## config.mk

```make
export PLATFORM = sky130hd
export DESIGN_NAME = dual_wb_stage_flat
export DESIGN_NICKNAME = d
export VERILOG_FILES = /design/src/rtl/dual_wb_if.sv /design/src/rtl/dual_wb_stage.sv /design/src/flat_wrapper.sv
export SDC_FILE = /design/constraint.sdc
export NUM_CORES = 1
export LEC_CHECK = 0
export BUFFER_PORTS_ARGS = -buffer_cell sky130_fd_sc_hd__buf_4
export CAP_MARGIN = 20
export CORE_AREA = 3 3 132 134
export DETAILED_ROUTE_END_ITERATION = 8
export DIE_AREA = 0 0 135 137
export PLACE_DENSITY = 0.82
export SLEW_MARGIN = 5
export SYNTH_ARGS = -nofsm -noshare
export SYNTH_HDL_FRONTEND = slang
export SYNTH_SLANG_ARGS = --single-unit
```

## constraint.sdc

```tcl
create_clock -name clk -period 3.2 [get_ports clk]
set_clock_uncertainty 0.2 [all_clocks]
set_input_delay 0.16 -clock clk [delete_from_list [all_inputs] [get_ports clk]]
set_output_delay 0.16 -clock clk [all_outputs]
set_load 0.01 [all_outputs]
```

## src/rtl/dual_wb_if.sv

```systemverilog
// MEM->WB pair, register-file write ports and ID-stage bypass lookups of the dual-issue writeback stage.
// There is no back-pressure: mem_validN marks a real instruction in lane N, and rf_weN alone qualifies a write.
interface dual_wb_if #(
  parameter int DATA_W = 32,
  parameter int ADDR_W = 5
);
  logic              mem_valid1;
  logic              mem_valid2;
  logic              mem_regwrite1;
  logic              mem_regwrite2;
  logic [ADDR_W-1:0] mem_rd1;
  logic [ADDR_W-1:0] mem_rd2;
  logic [DATA_W-1:0] mem_result1;
  logic [DATA_W-1:0] mem_result2;

  logic              rf_we1;
  logic              rf_we2;
  logic [ADDR_W-1:0] rf_waddr1;
  logic [ADDR_W-1:0] rf_waddr2;
  logic [DATA_W-1:0] rf_wdata1;
  logic [DATA_W-1:0] rf_wdata2;

  logic [ADDR_W-1:0] byp_raddr [0:3];
  logic              byp_hit   [0:3];
  logic [DATA_W-1:0] byp_data  [0:3];

  modport master (
    output mem_valid1, mem_valid2, mem_regwrite1, mem_regwrite2,
           mem_rd1, mem_rd2, mem_result1, mem_result2, byp_raddr,
    input  rf_we1, rf_we2, rf_waddr1, rf_waddr2, rf_wdata1, rf_wdata2,
           byp_hit, byp_data
  );

  modport slave (
    input  mem_valid1, mem_valid2, mem_regwrite1, mem_regwrite2,
           mem_rd1, mem_rd2, mem_result1, mem_result2, byp_raddr,
    output rf_we1, rf_we2, rf_waddr1, rf_waddr2, rf_wdata1, rf_wdata2,
           byp_hit, byp_data
  );
endinterface

```

## src/rtl/dual_wb_stage.sv

```systemverilog
// MEM/WB pipeline register for the dual-issue pipeline: drives both register-file write ports,
// resolves same-destination pairs, serves WB bypass lookups and counts retired instructions.
module dual_wb_stage #(
  parameter int DATA_W = 32,
  parameter int ADDR_W = 5,
  parameter int CNT_W  = 32
) (
  input  logic             clk,
  input  logic             rst,
  input  logic             wb_stall,
  input  logic             wb_flush,
  dual_wb_if.slave         bus,
  output logic [CNT_W-1:0] retired_cnt
);

  logic              wb_valid1;
  logic              wb_valid2;
  logic              wb_regwrite1;
  logic              wb_regwrite2;
  logic [ADDR_W-1:0] wb_rd1;
  logic [ADDR_W-1:0] wb_rd2;
  logic [DATA_W-1:0] wb_result1;
  logic [DATA_W-1:0] wb_result2;

  logic              we1_raw;
  logic              we1;
  logic              we2;
  logic [1:0]        n_retire;

  always_ff @(posedge clk or negedge rst) begin
    if (!rst) begin
      wb_valid1    <= 1'b0;
      wb_valid2    <= 1'b0;
      wb_regwrite1 <= 1'b0;
      wb_regwrite2 <= 1'b0;
      wb_rd1       <= '0;
      wb_rd2       <= '0;
      wb_result1   <= '0;
      wb_result2   <= '0;
    end else if (wb_flush) begin
      wb_valid1 <= 1'b0;
      wb_valid2 <= 1'b0;
    end else if (!wb_stall) begin
      wb_valid1    <= bus.mem_valid1;
      wb_valid2    <= bus.mem_valid2;
      wb_regwrite1 <= bus.mem_regwrite1;
      wb_regwrite2 <= bus.mem_regwrite2;
      wb_rd1       <= bus.mem_rd1;
      wb_rd2       <= bus.mem_rd2;
      wb_result1   <= bus.mem_result1;
      wb_result2   <= bus.mem_result2;
    end
  end

  // The held pair retires in the first non-stalled cycle, even when flush squashes the incoming pair.
  assign n_retire = {1'b0, wb_valid1} + {1'b0, wb_valid2};

  always_ff @(posedge clk or negedge rst) begin
    if (!rst) begin
      retired_cnt <= '0;
    end else if (!wb_stall) begin
      retired_cnt <= retired_cnt + CNT_W'(n_retire);
    end
  end

  // Same-destination pair: the younger lane 2 owns the register, so lane 1 is dropped.
  assign we1_raw = wb_valid1 & wb_regwrite1 & (wb_rd1 != '0) & ~wb_stall;
  assign we2     = wb_valid2 & wb_regwrite2 & (wb_rd2 != '0) & ~wb_stall;
  assign we1     = we1_raw & ~(we2 & (wb_rd1 == wb_rd2));

  always_comb begin
    bus.rf_we1    = we1;
    bus.rf_we2    = we2;
    bus.rf_waddr1 = wb_rd1;
    bus.rf_waddr2 = wb_rd2;
    bus.rf_wdata1 = wb_result1;
    bus.rf_wdata2 = wb_result2;
  end

  always_comb begin
    for (int i = 0; i < 4; i++) begin
      bus.byp_hit[i]  = 1'b0;
      bus.byp_data[i] = '0;
      if (we2 && (bus.byp_raddr[i] == wb_rd2)) begin
        bus.byp_hit[i]  = 1'b1;
        bus.byp_data[i] = wb_result2;
      end else if (we1 && (bus.byp_raddr[i] == wb_rd1)) begin
        bus.byp_hit[i]  = 1'b1;
        bus.byp_data[i] = wb_result1;
      end
    end
  end

endmodule
```

## src/flat_wrapper.sv

```systemverilog
// flat-port wrapper written by rule: the top's interface ports become plain ports
module dual_wb_stage_flat 
#(
  parameter int DATA_W = 32,
  parameter int ADDR_W = 5,
  parameter int CNT_W  = 32
)
  (clk, rst, wb_stall, wb_flush, retired_cnt, bus_mem_valid1, bus_mem_valid2, bus_mem_regwrite1, bus_mem_regwrite2, bus_mem_rd1, bus_mem_rd2, bus_mem_result1, bus_mem_result2, bus_byp_raddr, bus_rf_we1, bus_rf_we2, bus_rf_waddr1, bus_rf_waddr2, bus_rf_wdata1, bus_rf_wdata2, bus_byp_hit, bus_byp_data);
  dual_wb_if #(.DATA_W(DATA_W), .ADDR_W(ADDR_W)) bus_i ();
  input  logic clk;
  input  logic rst;
  input  logic wb_stall;
  input  logic wb_flush;
  output logic [CNT_W-1:0] retired_cnt;
  input wire logic [$bits(bus_i.mem_valid1)-1:0] bus_mem_valid1;
  input wire logic [$bits(bus_i.mem_valid2)-1:0] bus_mem_valid2;
  input wire logic [$bits(bus_i.mem_regwrite1)-1:0] bus_mem_regwrite1;
  input wire logic [$bits(bus_i.mem_regwrite2)-1:0] bus_mem_regwrite2;
  input wire logic [$bits(bus_i.mem_rd1)-1:0] bus_mem_rd1;
  input wire logic [$bits(bus_i.mem_rd2)-1:0] bus_mem_rd2;
  input wire logic [$bits(bus_i.mem_result1)-1:0] bus_mem_result1;
  input wire logic [$bits(bus_i.mem_result2)-1:0] bus_mem_result2;
  input wire logic [$bits(bus_i.byp_raddr)-1:0] bus_byp_raddr;
  output wire logic [$bits(bus_i.rf_we1)-1:0] bus_rf_we1;
  output wire logic [$bits(bus_i.rf_we2)-1:0] bus_rf_we2;
  output wire logic [$bits(bus_i.rf_waddr1)-1:0] bus_rf_waddr1;
  output wire logic [$bits(bus_i.rf_waddr2)-1:0] bus_rf_waddr2;
  output wire logic [$bits(bus_i.rf_wdata1)-1:0] bus_rf_wdata1;
  output wire logic [$bits(bus_i.rf_wdata2)-1:0] bus_rf_wdata2;
  output wire logic [$bits(bus_i.byp_hit)-1:0] bus_byp_hit;
  output wire logic [$bits(bus_i.byp_data)-1:0] bus_byp_data;
  assign bus_i.mem_valid1 = bus_mem_valid1;
  assign bus_i.mem_valid2 = bus_mem_valid2;
  assign bus_i.mem_regwrite1 = bus_mem_regwrite1;
  assign bus_i.mem_regwrite2 = bus_mem_regwrite2;
  assign bus_i.mem_rd1 = bus_mem_rd1;
  assign bus_i.mem_rd2 = bus_mem_rd2;
  assign bus_i.mem_result1 = bus_mem_result1;
  assign bus_i.mem_result2 = bus_mem_result2;
  assign bus_i.byp_raddr = {>>{bus_byp_raddr}};
  assign bus_rf_we1 = bus_i.rf_we1;
  assign bus_rf_we2 = bus_i.rf_we2;
  assign bus_rf_waddr1 = bus_i.rf_waddr1;
  assign bus_rf_waddr2 = bus_i.rf_waddr2;
  assign bus_rf_wdata1 = bus_i.rf_wdata1;
  assign bus_rf_wdata2 = bus_i.rf_wdata2;
  assign bus_byp_hit = {>>{bus_i.byp_hit}};
  assign bus_byp_data = {>>{bus_i.byp_data}};
  dual_wb_stage #(.DATA_W(DATA_W), .ADDR_W(ADDR_W), .CNT_W(CNT_W)) u_core (.clk(clk), .rst(rst), .wb_stall(wb_stall), .wb_flush(wb_flush), .bus(bus_i), .retired_cnt(retired_cnt));
endmodule
```

# Word-level counts from Yosys, hierarchy flattened
# Index checks and enable logic that the tools add are counted.
totals:
  mem_bits_rw: 0
  elab_cells: 63
  ff_bits: 110
  latch_bits: 0
  out_inout_bits: 240
  memories: 0
  input_bits: 102
  romBits: 0
op_classes:
  n_eq_ne: 10
  mul: 0
  muxes: 20
  n_shift: 0
  n_addsub: 2
  div: 0
  n_lt_le_gt_ge: 0
  n_reduce_logical: 11
  bitwise: 11
op_table:
  columns: ["cell", "n"]
  rows:
  - ["32-bit 2-to-1 mux", 8]
  - ["5-bit equality test", 9]
  - ["32-bit by 2-bit adder with 32-bit output", 1]
  - ["1-bit 2-to-1 mux", 12]
  - ["5-bit nonzero test", 2]
  - ["1-bit bitwise AND", 8]
  - ["1-bit logical AND", 8]
  - ["1-bit NOT", 3]
  - ["1-bit by 1-bit adder with 2-bit output", 1]
  - ["2-bit by 1-bit inequality test with 1-bit output, second input constant", 1]
  - ["2-bit AND reduction", 1]

# Logic depth before layout (Yosys ltp)
logic_depth:
  ltp_word: 9
  ltp_mapped: 9
  mapped_depth_nobuf: 8

# Least setup slack after synthesis
# Ideal clock, no wire load.
synth_path:
  path_type: "register to output"
  start: "register u_core.wb_rd2[3] (netlist: u_core.bus.rf_waddr2[3])"
  end: "output port bus_byp_data[12]"
  required_ps: 2840
  setup_slack_ps: 790
  n_path_buf: 3
  arrival_time_ps: 2050
  path_stages_with_launch: 8
  cell_sequence: "dfrtp_1 buf_4 nor4_4 a21oi_2 a31o_1 buf_2 buf_2 o41ai_1"
synth_via:
  elab_chain_cells: 9
  word_cells_on_any_way: 12
  classes_between: "eq/ne (2); mux (2); bitwise (5); reduce/logical (3)"
synth_lines:
  columns: ["item", "line_no", "source"]
  rows:
  - ["start: declaration", "dual_wb_stage.sv:21", "logic [ADDR_W-1:0] wb_rd2;"]
  - ["start signal: assignment", "dual_wb_stage.sv:49", "wb_rd2 <= bus.mem_rd2;"]
  - ["5-bit nonzero test", "dual_wb_stage.sv:68", "assign we2 = wb_valid2 & wb_regwrite2 & (wb_rd2 != '0) & ~wb_stall;"]
  - ["1-bit bitwise AND (2 in a row)", "dual_wb_stage.sv:68", null]
  - ["1-bit bitwise AND", "dual_wb_stage.sv:69", "assign we1 = we1_raw & ~(we2 & (wb_rd1 == wb_rd2));"]
  - ["1-bit NOT", "dual_wb_stage.sv:69", null]
  - ["1-bit bitwise AND", "dual_wb_stage.sv:69", null]
  - ["1-bit logical AND", "dual_wb_stage.sv:87", "end else if (we1 && (bus.byp_raddr[i] == wb_rd1)) begin"]
  - ["32-bit 2-to-1 mux", "dual_wb_stage.sv:87", null]
  - ["32-bit 2-to-1 mux (*)", "dual_wb_stage.sv:84", "if (we2 && (bus.byp_raddr[i] == wb_rd2)) begin"]
  - ["end: declaration", "flat_wrapper.sv:31", "output wire logic [$bits(bus_i.byp_data)-1:0] bus_byp_data;"]
# Mark *: on every way between the ends. The rest lies on a longest branch, timed or not.

# Worst setup path in the final report
layout_path:
  start: "register u_core.wb_rd2[0] (netlist: u_core.bus.rf_waddr2[0])"
  end: "output port bus_byp_data[78]"
# Same word-level chain as after synthesis.

==> flow_summary.json <==
{
  "r2r_end": "u_core.retired_cnt[31]",
  "cts-root-buf": "clkbuf_16",
  "outcome": "completed",
  "drt_wl_total_um": 29900,
  "placed_cell_area_um2": 9440,
  "yosys_warnings": 0,
  "clk_latency_ns": 0.36,
  "firstDrtPassIters": 5,
  "ff2ff_path_depth": 6,
  "hold_viol": 0,
  "grt_pass1_wl_um": 44300,
  "yosys-top-cells-count": "dfrtp_1 (110), o32ai_1 (110), o21ai_0 (83)",
  "cp_data_arrival_time_ns": 2.74,
  "cpMostUsedCell": "buf_4",
  "drv_slew": 0,
  "design_area_um2": 10600,
  "slew_headroom_pct": 59.0,
  "critPathBufInv": 2,
  "finalSetupTns_ns": 0,
  "setup_ws_ns": 0.104,
  "cts_tree": "done",
  "yosys.area.top_type_share_pct": 41.4,
  "total_power_mw": 4.09,
  "core_area_um2": 16400,
  "synthArstFlopShare_pct": 100,
  "gp_congestion": 0.882,
  "syn_area_per_cell_um2": 9.22,
  "drtAntennaViolNets": 0,
  "nets": 1213,
  "wl_per_cell_um": 22.4,
  "diodes": 0,
  "setup_viol": 0,
  "crit-reg2reg-launch": "u_core.retired_cnt[0]",
  "syn2layout_area_growth_pct": 58.9,
  "fmax_mhz": 323,
  "ys_seq_elements": 110,
  "initial_core_util_pct": 40.5,
  "synth_edf_count": 0,
  "crit_family": "compound AO/OA/AOI/OAI gates",
  "netlist_area_um2": 6650,
  "r2r_setup_slack_ns": 0.52,
  "synthTopCellsByArea": "dfrtp_1 (41%), o32ai_1 (14%), xor2_1 (6.7%)",
  "drc": 0,
  "crit_required_ns": 2.84,
  "slowest_delay_ns": 0.56,
  "die_x_um": 135,
  "irDropWorstVdd_mv": 0.290,
  "clock_sinks": 110,
  "place.port_buffers": 341,
  "endpoint_kind": "output pin",
  "worstSetupPathDepth": 6,
  "critPathKind": "reg2out",
  "dieArea_um2": 18500,
  "path_cells": "nor4_4 -> a21oi_2 -> a31o_4 -> buf_4 -> o41ai_1 -> buf_4",
  "synth_nets": 825,
  "syn-instance-count": 721,
  "vias": 7923,
  "clockBufferDepth": 2,
  "grt_max_degree": 142,
  "worst_slew_pin_slew_ns": 0.616,
  "antenna_found_initial": 1,
  "crit_fanout": 15,
  "period_needed_ns": 3.10,
  "min_period_over_period_pct": 96.8,
  "num_rows": 47,
  "gr-total-overflow": 0,
  "ys_seq_area_share_pct": 41.4,
  "pre_cts_ws_ns": 0.422,
  "htree_num_levels": 3,
  "grt_setup_unrepaired": "false",
  "cp_slowest_cell": "o41ai_1",
  "holdWs_ns": 0.155,
  "hold_class": "in2async",
  "clkTransAtPathRegs_ns": 0.08,
  "cap_violations": 0,
  "synthFlopType": "dfrtp_1",
  "powerDensity_nw_per_um2": 387,
  "fp.dieH_um": 137,
  "drive_above_1_share_pct": 37.1,
  "startpoint_type": "flop",
  "yosysTopAreaCell": "dfrtp_1",
  "grt_use_total_pct": 30.6,
  "hpwl_um": 20200,
  "synth.distinct_cells": 40,
  "vias_per_cell": 5.94,
  "power_leakage_nw": 4.96,
  "drtIter0Drc": 666,
  "grt_pass1_vias": 7847,
  "cts_buffers": 9,
  "io_pins": 342
}
-- worst register-to-register path, stage by stage, from the launching register on --
cell	delay, ns
dfrtp_1	0.36
inv_1	0.08
fa_1	0.45
nor4bb_1	0.50
nand3_1	0.43
nor4_1	0.42
xor2_1	0.18
-- cells in the final DEF (no fill, tap or decap), drive strengths merged, types with 10 or more instances in the layout --
cell type | synthesis | final
buf | 26 | 367
dfrtp | 110 | 110
dlygate4sd3 | 0 | 82
inv | 71 | 77
mux2 | 12 | 12
nand2 | 75 | 75
nand3 | 18 | 18
nand4 | 19 | 19
nor2 | 10 | 10
nor3 | 12 | 12
o21ai | 83 | 83
o32ai | 115 | 115
o41ai | 13 | 13
xnor2 | 24 | 24
xor2 | 51 | 51
-- routing by layer --
metal / track usage, % / up-vias / wire length (um)
met5: 0 / - / 7
met4: 15.8 / 2 / 1420
met3: 5.88 / 118 / 2860
met2: 50.5 / 582 / 14400
met1: 38.3 / 3791 / 11200
li1: - / 3430 / -
-- final cells by class --
type                            count  area, um^2
Tap cell                          220         275
Sequential cell                   110        2750
Multi-Input combinational cell    468        3320
Fill cell                        1286        5840
Clock buffer                        9         225
Timing Repair Buffer              449        3660
Inverter                           71         267
Clock inverter                      7        60.1
-- flip-flops by register name, summed over array words and instances, names as in the netlist --
name,flops
u_core.bus.rf_waddr1,5
u_core.bus.rf_waddr2,5
u_core.bus.rf_wdata1,32
u_core.bus.rf_wdata2,32
u_core.retired_cnt,32
u_core.wb_regwrite1,1
u_core.wb_regwrite2,1
u_core.wb_valid1,1
u_core.wb_valid2,1
-- cells by family (layout without fill, tap and decap cells) --
logic type	after synthesis	in the layout	share of synthesized area (%)
fa+ha+maj	2	2	0.489
xor+xnor	75	75	9.88
compound gates	215	215	24.2
buf+inv	143	536	9.43
flops	110	110	41.4
simple gates	161	161	12.1
mux	15	15	2.48
-- worst max-delay path by stage --
stage / from / end / slack (ns)
after floorplan: u_core.bus.rf_waddr2[3] / bus_byp_data[12] / 0.79
after CTS: u_core.bus.rf_waddr2[0] / bus_byp_data[18] / 0.02
after global placement: u_core.bus.rf_waddr2[0] / bus_byp_data[18] / 0.46
after detailed placement: u_core.bus.rf_waddr2[0] / bus_byp_data[18] / 0.42
after global routing: u_core.bus.rf_waddr2[0] / bus_byp_data[24] / 0.002
final: u_core.bus.rf_waddr2[0] / bus_byp_data[78] / 0.10
-- timing repair --
item                                    4_1_cts  5_1_grt
gates resized for setup                       0        3
setup buffers                                 0        0
hold endpoints to repair                    123        0
hold buffers                                 82        0
endpoints found under the setup margin        0        3
-- power breakdown --
part | internal, mW | leakage, nW | switching (mW)
clock network | 0.549 | 0.144 | 0.578
logic | 0.559 | 3.43 | 0.667
registers | 1.55 | 1.39 | 0.186
-- stage by stage --
| step | util, % | std cells |
|---|---|---|
| 2_1_floorplan | - | 721 |
| 3_3_place_gp | 57.5 | 1236 |
| 3_5_place_dp | 57.5 | 1236 |
| 4_1_cts | 64.3 | 1334 |
| 5_1_grt | 64.4 | 1334 |
| 6_report | 64.4 | 1334 |
Power figures use the tool's default switching activity.
